<file path="src/rtl/complex_nr_mult_n.sv">
// Multi-cycle complex multiplier with 1, 2 or 4 shared multipliers and a valid/ready handshake.
// Define CPLX_MULT_ACC_EN to accumulate successive products (adds acc_clr and ACC_GUARD bits).
module complex_nr_mult_n #(
   parameter int unsigned DATA_WIDTH = 8,
   parameter int unsigned NUM_MULT   = 1,
   parameter bit          SIGNED     = 1'b0,
   parameter int unsigned ACC_GUARD  = 4,
`ifdef CPLX_MULT_ACC_EN
   localparam int unsigned RES_W     = 2 * DATA_WIDTH + 1 + ACC_GUARD
`else
   localparam int unsigned RES_W     = 2 * DATA_WIDTH + 1
`endif
) (
   input  logic                      clk,
   input  logic                      rstn,
   input  logic                      sw_rst,
   input  logic                      op_val,
   output logic                      op_ready,
   input  logic [4*DATA_WIDTH-1:0]   op_data,
`ifdef CPLX_MULT_ACC_EN
   input  logic                      acc_clr,
`endif
   input  logic                      res_ready,
   output logic                      res_val,
   output logic [2*RES_W-1:0]        res_data
);

   localparam int unsigned P = 4 / NUM_MULT;
   localparam logic [1:0] LAST_STEP = 2'(P - 1);

   if (NUM_MULT != 1 && NUM_MULT != 2 && NUM_MULT != 4) begin : g_bad_num_mult
      $error("complex_nr_mult_n: NUM_MULT must be 1, 2 or 4");
   end

   typedef enum logic [1:0] {StIdle, StMult, StAdd, StDone} state_e;

   state_e                            state_q, state_d;
   logic   [3:0][DATA_WIDTH-1:0]      op_q;
   logic   [3:0][RES_W-1:0]           prod_q, prod_d;
   logic   [1:0]                      cnt_q;
   logic   [RES_W-1:0]                re_q, im_q, re_d, im_d;
   logic                              accept;
`ifdef CPLX_MULT_ACC_EN
   logic                              clr_q;
`endif

   // Operands are widened to RES_W so the product wraps modulo 2^RES_W
   function automatic logic signed [RES_W-1:0] ext(input logic [DATA_WIDTH-1:0] x);
      logic sb;
      sb = SIGNED & x[DATA_WIDTH-1];
      return {{(RES_W - DATA_WIDTH){sb}}, x};
   endfunction

   assign accept   = (state_q == StIdle) && op_val;
   assign res_data = {re_q, im_q};

   always_comb begin
      state_d  = state_q;
      op_ready = 1'b0;
      res_val  = 1'b0;
      case (state_q)
         StIdle: begin
            op_ready = 1'b1;
            if (op_val) state_d = StMult;
         end
         StMult: if (cnt_q == LAST_STEP) state_d = StAdd;
         StAdd:  state_d = StDone;
         StDone: begin
            res_val = 1'b1;
            if (res_ready) state_d = StIdle;
         end
         default: state_d = StIdle;
      endcase
      if (sw_rst) state_d = StIdle;
   end

   always_ff @(posedge clk or negedge rstn) begin
      if (!rstn) state_q <= StIdle;
      else       state_q <= state_d;
   end

   // Product index order: re1*re2, im1*im2, re1*im2, im1*re2 (op_q: 3=re1 2=im1 1=re2 0=im2)
   always_comb begin
      logic [1:0]            idx;
      logic [DATA_WIDTH-1:0] a, b;
      prod_d = prod_q;
      idx    = '0;
      a      = '0;
      b      = '0;
      for (int m = 0; m < int'(NUM_MULT); m++) begin
         idx = 2'((int'(cnt_q) * int'(NUM_MULT)) + m);
         a   = idx[0] ? op_q[2] : op_q[3];
         b   = (idx[0] ^ idx[1]) ? op_q[0] : op_q[1];
         if (state_q == StMult) prod_d[idx] = RES_W'(ext(a) * ext(b));
      end
   end

   always_comb begin
      logic [RES_W-1:0] base_re, base_im;
      base_re = '0;
      base_im = '0;
`ifdef CPLX_MULT_ACC_EN
      if (!clr_q) begin
         base_re = re_q;
         base_im = im_q;
      end
`endif
      re_d = base_re + prod_q[0] - prod_q[1];
      im_d = base_im + prod_q[2] + prod_q[3];
   end

   always_ff @(posedge clk or negedge rstn) begin
      if (!rstn) begin
         op_q   <= '0;
         prod_q <= '0;
         cnt_q  <= '0;
         re_q   <= '0;
         im_q   <= '0;
`ifdef CPLX_MULT_ACC_EN
         clr_q  <= 1'b0;
`endif
      end else if (sw_rst) begin
         op_q   <= '0;
         prod_q <= '0;
         cnt_q  <= '0;
         re_q   <= '0;
         im_q   <= '0;
`ifdef CPLX_MULT_ACC_EN
         clr_q  <= 1'b0;
`endif
      end else begin
         prod_q <= prod_d;
         if (accept) begin
            op_q  <= op_data;
            cnt_q <= '0;
`ifdef CPLX_MULT_ACC_EN
            clr_q <= acc_clr;
`endif
         end
         if (state_q == StMult) cnt_q <= 2'(cnt_q + 2'd1);
         if (state_q == StAdd) begin
            re_q <= re_d;
            im_q <= im_d;
         end
      end
   end

endmodule

</file>
<file path="config.mk">
export PLATFORM = sky130hd
export DESIGN_NAME = complex_nr_mult_n
export DESIGN_NICKNAME = d
export VERILOG_FILES = /design/src/rtl/complex_nr_mult_n.sv
export SDC_FILE = /design/constraint.sdc
export NUM_CORES = 1
export LEC_CHECK = 0
export ABC_AREA = 1
export ABC_CLOCK_PERIOD_IN_PS = 5950
export CAP_MARGIN = 20
export CORE_MARGIN = 5
export CORE_UTILIZATION = 38
export CTS_CLUSTER_SIZE = 12
export DETAILED_ROUTE_END_ITERATION = 16
export DONT_BUFFER_PORTS = 1
export PLACE_DENSITY = 0.54
export SLEW_MARGIN = 20
export SYNTH_ARGS = -nofsm -noshare
export SYNTH_HDL_FRONTEND = slang
export SYNTH_SLANG_ARGS = --single-unit
</file>
<file path="constraint.sdc">
create_clock -name clk -period 5.95 [get_ports clk]
set_input_delay 1.4875 -clock clk [delete_from_list [all_inputs] [get_ports clk]]
set_output_delay 1.4875 -clock clk [all_outputs]
set_load 0.02 [all_outputs]
</file>
After elaboration in Yosys (flattened, before gate mapping)
Cells that the tools add are included.
{"block": "totals", "reg_bits": 138, "input_bits": 37, "output_inout_bits": 36, "wordCells": 57}
{"block": "classes", "n_addsub": 3, "mul": 1, "magnitude_cmp": 2, "eq_ne": 7, "muxes": 23, "bitwise_logic": 1, "n_reduce_logical": 8}
{"cell": "$mux W68", "count": 2}
{"cell": "$mux W17", "count": 5}
{"cell": "$bwmux W68", "count": 1}
{"cell": "$mux W32", "count": 2}
{"cell": "$demux W17 S2", "count": 1}
{"cell": "$add A17 B17 Y17", "count": 1}
{"cell": "$sub A17 B17 Y17", "count": 1}
{"cell": "$mul A8 B8 Y16", "count": 1}
{"cell": "$mux W8", "count": 2}
{"cell": "$mux W2", "count": 7}
{"cell": "$ne A3 B3 Y1 const B", "count": 3}
{"cell": "$pmux W2 S4", "count": 1}
{"cell": "$eq A2 B2 Y1 const B", "count": 3}
{"cell": "$reduce_bool A2 Y1", "count": 3}
{"cell": "$lt A2 B3 Y1 const B", "count": 1}
{"cell": "$reduce_and A3 Y1", "count": 1}
{"cell": "$reduce_bool A3 Y1", "count": 1}
{"cell": "$add A2 B1 Y2 const B", "count": 1}
{"cell": "$eq A2 B1 Y1 const B", "count": 1}
{"cell": "$ge A2 B1 Y1 const B", "count": 1}
{"cell": "$logic_and A1 B1 Y1", "count": 2}
{"cell": "$logic_not A2 Y1", "count": 1}
{"cell": "$mux W1", "count": 2}
{"cell": "$xor A1 B1 Y1", "count": 1}

Depth between registers and ports, before layout
Gate-level depths: netlist of run 1.
{"block": "logic_depth", "depth_word": 7, "ltp_mapped": 28, "ltp_nobuf": 24}

Worst setup path before layout of run 1
Ideal clock, no wire load.
{"block": "synth_timing", "kind": "register to register", "startpoint": "reg cnt_q[0]", "endpoint": "reg prod_q[15] (netlist name)", "setup_time_ns": 0.118, "t_arrival_ns": 4.864, "required_time_ns": 5.832, "path_slack_ns": 0.968, "path_stages_with_launch": 25, "path_buffers": 4, "period_less_slack_ns": 4.982, "cell_sequence": "dfrtp_1 -> clkbuf_2 -> buf_4 -> inv_1 -> ha_1 -> clkbuf_2 -> buf_4 -> o21ai_0 -> inv_1 -> nor2_1 -> fa_1 -> fa_1 -> fa_1 -> inv_1 -> fa_1 -> inv_1 -> ha_1 -> nand2_1 -> inv_1 -> nand2_1 -> nand2_1 -> nand2_1 -> nand4_1 -> nand3_1 -> nand2_1"}
{"block": "synth_between", "elab_chain_len": 7, "word_cells_on_any_way": 12, "cone_classes": "mul (1); order compare (2); mux (7); bitwise (1); reduce/logical (1)"}
{"item": "start: declaration", "line_no": "40", "source": "logic [1:0] cnt_q;"}
{"item": "start signal: assignment", "line_no": "140", "source": "if (state_q == StMult) cnt_q <= 2'(cnt_q + 2'd1);"}
{"item": "branches (longest 4 deep; another with $mul A8 B8 Y16)"}
{"item": "$bwmux W68 (*)", "line_no": "94", "source": "if (state_q == StMult) prod_d[idx] = RES_W'(ext(a) * ext(b));"}
{"item": "$mux W68 (*)", "line_no": "94"}
{"item": "$mux W68 (*)", "line_no": "122", "source": "end else if (sw_rst) begin"}
{"item": "end signal: assignment", "line_no": "132", "source": "prod_q <= prod_d;"}
{"item": "end: declaration", "line_no": "39", "source": "logic [3:0][RES_W-1:0] prod_q, prod_d;"}
Mark *: on every way between the ends. The select of a mux whose other input is x is not followed.
A chain may end at the register's enable or synchronous reset.

Worst setup path in the final report of run 1
{"block": "layout_timing", "startpoint": "reg cnt_q[1]", "endpoint": "reg prod_q[32] (netlist name)"}
The elaborated chain is that of the path after synthesis.

==> results.yml, run 1 <==
route:
  routedWlPerCell_um: 14.9
  drt-initial-drc-count: 380
  wl_mm: 23.9
  vias: 7763
  drcViolationCount: 0
  antenna_left: 0
  drt-pass1-iter-count: 5
  viasPerCell: 4.85
setup_path:
  crit_path_end_kind: "flop"
  rrSetupSlack_ns: 0.73
  crit_slowest_cell: "fa_1"
  path_class: "reg -> reg"
  start_kind: "flop"
  r2r_start: "cnt_q[1]"
  worstPathArrival_ns: 5.52
  worstPathMaxFanout: 17
  worst_ep_required_time_ns: 6.26
  slowest_delay_ns: 0.54
  path_cells: "inv_1 > ha_1 > o21ai_0 > inv_1 > nor2_1 > fa_1 > fa_1 > fa_1 > inv_1 > fa_1 > inv_1 > ha_1 > nand2_1 > nand2_1 > nand2_1 > nand2_1 > nand2_1 > nand4_1 > nand3_1 > nand2_1"
  rr_endpoint: "prod_q[32]"
  cp_common_cell: "nand2_1"
  reg2reg_depth: 20
clock_tree:
  clock_tree.root_cell: "clkbuf_16"
  cts_buffers: 17
  cts_max_level: 4
  hold_buffers: 0
  cts_sinks: 134
  post_cts_buffers: 0
  cts_resized: 0
  ctsLongestPathBuffers: 2
  clk_pin_slew_worst_paths_ns: 0.06
  cts_tree: "built"
  worstSkewPairLatency_ns: 0.43
synth:
  async_flop_share_pct: 100
  syn_area_um2: 9480
  synth_common_cells: "411 x nand2_1, 216 x inv_1, 134 x dfrtp_1, 109 x nand3_1, 86 x nor2_1"
  synth_top_area_share_pct: 35.4
  synthFlopType: "dfrtp_1"
  synth_seq_cells: 134
  synth_area_leaders: "dfrtp_1 35%, nand2_1 16%, ha_1 10%, inv_1 8.5%, fa_1 8.0%"
  yosysWarnings: 0
  synth_top_cell_by_area: "dfrtp_1"
  seq_area_frac_synth_pct: 35.4
  synth_nets: 1421
  synth_cell_types: 37
  yosysMostFrequentCell: "nand2_1"
  syn_area_per_cell_um2: 7.47
  synth_edf_count: 0
  synthCells: 1270
floorplan:
  fp.dieW_um: 168
  die-area_um2: 28200
  rows: 57
  die_y_um: 168
  pin_count: 73
  start_util_pct: 38.8
  coreArea_um2: 24500
sta:
  tightest_slew_ns: 0.642
  finalCriticalPeriod_ns: 5.22
  setup_viol: 0
  rsz0062_at_grt: "false"
  fmax_mhz: 192
  finalHoldViolCount: 0
  maxSlewHeadroom_pct: 56.9
  fin_crit_sh_pct: 87.7
  finalSetupTns_ns: 0
  drv_slew: 0
  finClkSkew_ns: 0.0143
power:
  seq_power_share_pct: 33.0
  internal_power_mw: 2.01
  powerDensity_nw_per_um2: 315
  p_sw_mw: 1.26
  power_mw: 3.27
  power_frac_clock_pct: 34.5
  p_leak_nw: 5.67
  ir_drop_uv: 147
  p_sw_share_pct: 38.4
  combPwrFrac_pct: 32.5
worst_hold_path:
  holdPathStages: 2
  hp-start: "op_q[3]"
  hold_end: "op_q[3]"
  hp-class: "reg -> reg"
grt:
  grt_remaining_overflow: 0
  antenna_found_initial: 0
  grt_pass1_vias: 7834
  grt_max_degree: 135
  grt_pass1_wl_mm: 40.9
  grt_usage_pct: 17.6
place:
  placed_area_um2: 9750
  placed_cells: 1571
  dp_hpwl_mm: 18.4
  routabilityCongestion: 0.925
  io_buffer_count: 0
cells_and_area:
  drive_gt1_share_pct: 3.68
  fin_util_pct: 42.4
  syn_to_final_growth_pct: 9.30
  num_antenna_cells: 0
  instances_no_fill: 1602
  fin_area_um2: 10400
  fin_nets: 1417
run:
  drv_cap: 0
status:
  status: "completed"
cell usage in the layout (no fill, tap or decap), types with 2 or more instances in the layout:
cell        netlist  routed
clkbuf_1          2       4
nor3_1            8       8
nand4_1           8       8
dfrtp_1         134     134
inv_6             0       3
inv_2             5       5
ha_1             76      76
clkinvlp_4        0       2
or2_1             2       2
fa_1             38      38
a22o_1            3       3
o21ai_0          77      77
clkbuf_16         0      17
nor2_8            2       2
nand3_2           2       2
nand2_1         411     411
nand3b_1          5       5
xnor2_1          10      10
o21ai_1           5       5
nor2_1           86      86
nor2_4            3       3
o22ai_1          11      11
nor2_2            2       2
o21ai_2           2       2
bufinv_16         0       4
inv_1           216     216
nand3_1         109     109
a21oi_1          23      23
state kept, by name (all words and copies together) (netlist names):
register  count
op_q         32
cnt_q         2
im_q         17
re_q         17
prod_q       64
state_q       2
worst max-delay path: cells and delay by family, from the launching register on:
| family | cells | cell delay, ns |
|---|---|---|
| AOI/OAI and AO/OA | 1 | 0.52 |
| and+or+nand+nor | 9 | 1.02 |
| adders and majority gates | 6 | 2.83 |
| buffers and inverters | 4 | 0.38 |
| DFF | 1 | 0.37 |
cell type report:
class	instances	area, um2
clock buffers	21	440
clock inverters	10	170
fillers	2533	14100
inverters	221	830
multi-input cells	891	5160
flip-flops and latches	134	3350
well taps	324	405
repair buffers	1	7.51
through the flow:
| step | worst slack (ns) | hold WS, ns |
|---|---|---|
| finish | 0.733 | 0.473 |
| global route | 0.225 | 0.508 |
| CTS | 0.705 | 0.474 |
| detailed placement | 0.701 | 0.459 |
| global placement | 0.831 | 0.458 |
| floorplan | 0.968 | 0.442 |
worst max-delay path by stage:
| stage | depth (start not counted) | slack, ns | from | to |
|---|---|---|---|---|
| after global routing | 19 | 0.22 | cnt_q[1] | prod_q[12] |
| final | 20 | 0.73 | cnt_q[1] | prod_q[32] |
| after detailed placement | 19 | 0.70 | cnt_q[1] | prod_q[62] |
| after CTS | 20 | 0.71 | cnt_q[1] | prod_q[32] |
| after floorplan | 24 | 0.97 | cnt_q[0] | prod_q[15] |
| after global placement | 20 | 0.83 | cnt_q[0] | prod_q[32] |
logic make-up (layout without fill, tap and decap cells):
family / Yosys count / after routing / synth area share (%)
fa+ha+maj: 114 / 114 / 18.0
buf+inv: 245 / 253 / 10.2
flops: 134 / 134 / 35.4
xor+xnor: 11 / 11 / 1.02
compound gates: 125 / 125 / 7.11
simple gates: 641 / 641 / 28.2
layer usage:
metal / up-vias / track usage [%] / part of all wire [%]
li1: 3959 / - / -
met1: 3622 / 24.0 / 47
met2: 160 / 29.1 / 47
met3: 22 / 3.07 / 4.1
met4: 0 / 4.55 / 1.3
met5: - / 0 / 0
power groups by stage:
stage / Clock [mW] / Combinational (mW) / Sequential [mW]
5_1_grt: 1.19 / 1.23 / 1.09
3_3_place_gp: 0 / 1.06 / 1.09
4_1_cts: 1.15 / 1.07 / 1.08
6_report: 1.13 / 1.06 / 1.08
3_5_place_dp: 0 / 1.07 / 1.10
2_1_floorplan: 0 / 0.813 / 1.08
Power figures use the tool's default switching activity.
==> inputs of run 2 (changes only) <==
Settings changed: CORE_UTILIZATION 38 to 62, PLACE_DENSITY 0.54 to 0.8.
==> run 2 against run 1 <==
Effect of this change:
- register-to-register slack lost 0.03 ns
- design area shrank 1.9%
- critical path type unchanged
- highest routed layer unchanged
- count of clock-buffer cells in the layout shrank 2
- combinational power is essentially flat
- non-clock buffer count is the same
==> results.yml, run 2 (synthesis gave the netlist of run 1 again) <==
power:
  p_leak_nw: 5.66
  combPwrFrac_pct: 32.8
  internal_power_mw: 1.94
  powerDensity_nw_per_um2: 313
  seq_power_share_pct: 34.0
  power_frac_clock_pct: 33.1
  p_sw_mw: 1.24
  p_sw_share_pct: 39.0
  ir_drop_uv: 201
  power_mw: 3.18
cells_and_area:
  fin_nets: 1417
  fin_util_pct: 67.4
  regMostFlops: "prod_q"
  largestRegisters: "prod_q (64), op_q (32)"
  layout_commonest_cell: "nand2_1"
  layout_common_cells: "411 x nand2_1, 216 x inv_1, 134 x dfrtp_1"
  syn_to_final_growth_pct: 7.27
  drive_gt1_share_pct: 3.99
  regArea_um2: 3350
  num_antenna_cells: 0
  multiInputGateArea_um2: 5160
  fillers: 1294
  largest_reg_flops: 64
grt:
  grt_max_degree: 135
  grt_pass1_wl_mm: 37.3
  grt_use_met3_pct: 5.40
  grt_busiest_layer: "met2"
  grt_remaining_overflow: 0
  met2_usage_pct: 43.6
  grt_use_met1_pct: 32.2
  grt_usage_pct: 26.0
  antenna_found_initial: 0
  grt_pass1_vias: 7862
sta:
  drv_slew: 0
  fmax_mhz: 191
  finalSetupTns_ns: 0
  finalHoldViolCount: 0
  setup_viol: 0
  maxSlewHeadroom_pct: 56.6
  rsz0062_at_grt: "false"
  finalCriticalPeriod_ns: 5.25
  fin_crit_sh_pct: 88.2
  finClkSkew_ns: 0.0112
  tightest_slew_ns: 0.647
route:
  drcViolationCount: 0
  drt-initial-drc-count: 480
  wl_mm: 22.0
  antenna_left: 0
  viasPerCell: 5.49
  routedWlPerCell_um: 15.0
  drt-pass1-iter-count: 5
  vias: 8061
setup_path:
  start_kind: "flop"
  worst_ep_required_time_ns: 6.24
  crit_path_end_kind: "flop"
  worstPathArrival_ns: 5.53
  path_class: "reg -> reg"
  worstPathMaxFanout: 17
floorplan:
  fp.dieW_um: 134
  start_util_pct: 62.8
  coreArea_um2: 15100
  die-area_um2: 17900
  pin_count: 73
  rows: 45
  die_y_um: 134
clock_tree:
  cts_max_level: 4
  hold_buffers: 0
  clock_tree.root_cell: "clkbuf_16"
  post_cts_buffers: 0
  clk_pin_slew_worst_paths_ns: 0.06
  worstSkewPairLatency_ns: 0.43
  ctsLongestPathBuffers: 2
  cts_tree: "built"
  cts_sinks: 134
  cts_buffers: 17
  cts_resized: 0
place:
  routabilityCongestion: 0.955
  dp_hpwl_mm: 17.0
  io_buffer_count: 0
status:
  status: "completed"
run:
  drv_cap: 0
worst_hold_path:
  hp-class: "reg -> reg"
-- run 2: area by class of cell --
type,instances,share of cell area [%]
Tap cell,188,2.31
Clock inverter,13,1.43
Clock buffer,19,4.35
Sequential cell,134,33.0
Timing Repair Buffer,1,0.0738
Inverter,221,8.15
Multi-Input combinational cell,891,50.7
-- run 2: worst paths after layout --
path | start | end | slack [ns] | cells past startpoint
min in group asynchronous | rstn | im_q[10] | 0.76 | 0
hold reg to reg | op_q[0] | op_q[0] | 0.48 | 2
setup reg to reg | cnt_q[1] | prod_q[30] | 0.70 | 20
setup / recovery | cnt_q[1] | prod_q[30] | 0.70 | 20
max in group asynchronous | rstn | im_q[16] | 4.95 | 0
hold / removal | op_q[0] | op_q[0] | 0.48 | 2
-- run 2: routing by layer --
layer	wire length (um)	part of all wire, %
met4	892	4.0
met3	1290	5.9
met2	10700	49
met5	0	0
met1	9150	42
-- run 2: worst max-delay path, stage by stage (launching register included) --
cell and delay, ns:
dfrtp_1 0.38, inv_1 0.08, ha_1 0.46, o21ai_0 0.56
inv_1 0.19, nor2_1 0.17, fa_1 0.46, fa_1 0.53
fa_1 0.55, inv_1 0.05, fa_1 0.52, inv_1 0.04
ha_1 0.33, nand2_1 0.12, inv_1 0.06, nand2_1 0.06
nand2_1 0.04, nand2_1 0.08, nand4_1 0.18, nand3_1 0.15
o21ai_1 0.07
-- run 2: per-stage QoR --
stage | setup WS (ns) | hold slack, ns | instance area, um2 | instances
floorplan | 0.968 | 0.442 | 9480 | 1270
global placement | 0.860 | 0.457 | 9580 | 1435
detailed placement | 0.768 | 0.463 | 9580 | 1435
CTS | 0.732 | 0.480 | 10200 | 1467
global route | 0.289 | 0.504 | 10200 | 1467
finish | 0.703 | 0.478 | 10200 | 1467
-- run 2: power groups by stage --
stage	combinational, mW	sequential (mW)	clock, mW
after floorplan	0.813	1.08	0
after global placement	1.01	1.10	0
after detailed placement	1.03	1.10	0
after CTS	1.04	1.09	1.06
after global routing	1.19	1.09	1.11
final	1.05	1.08	1.05
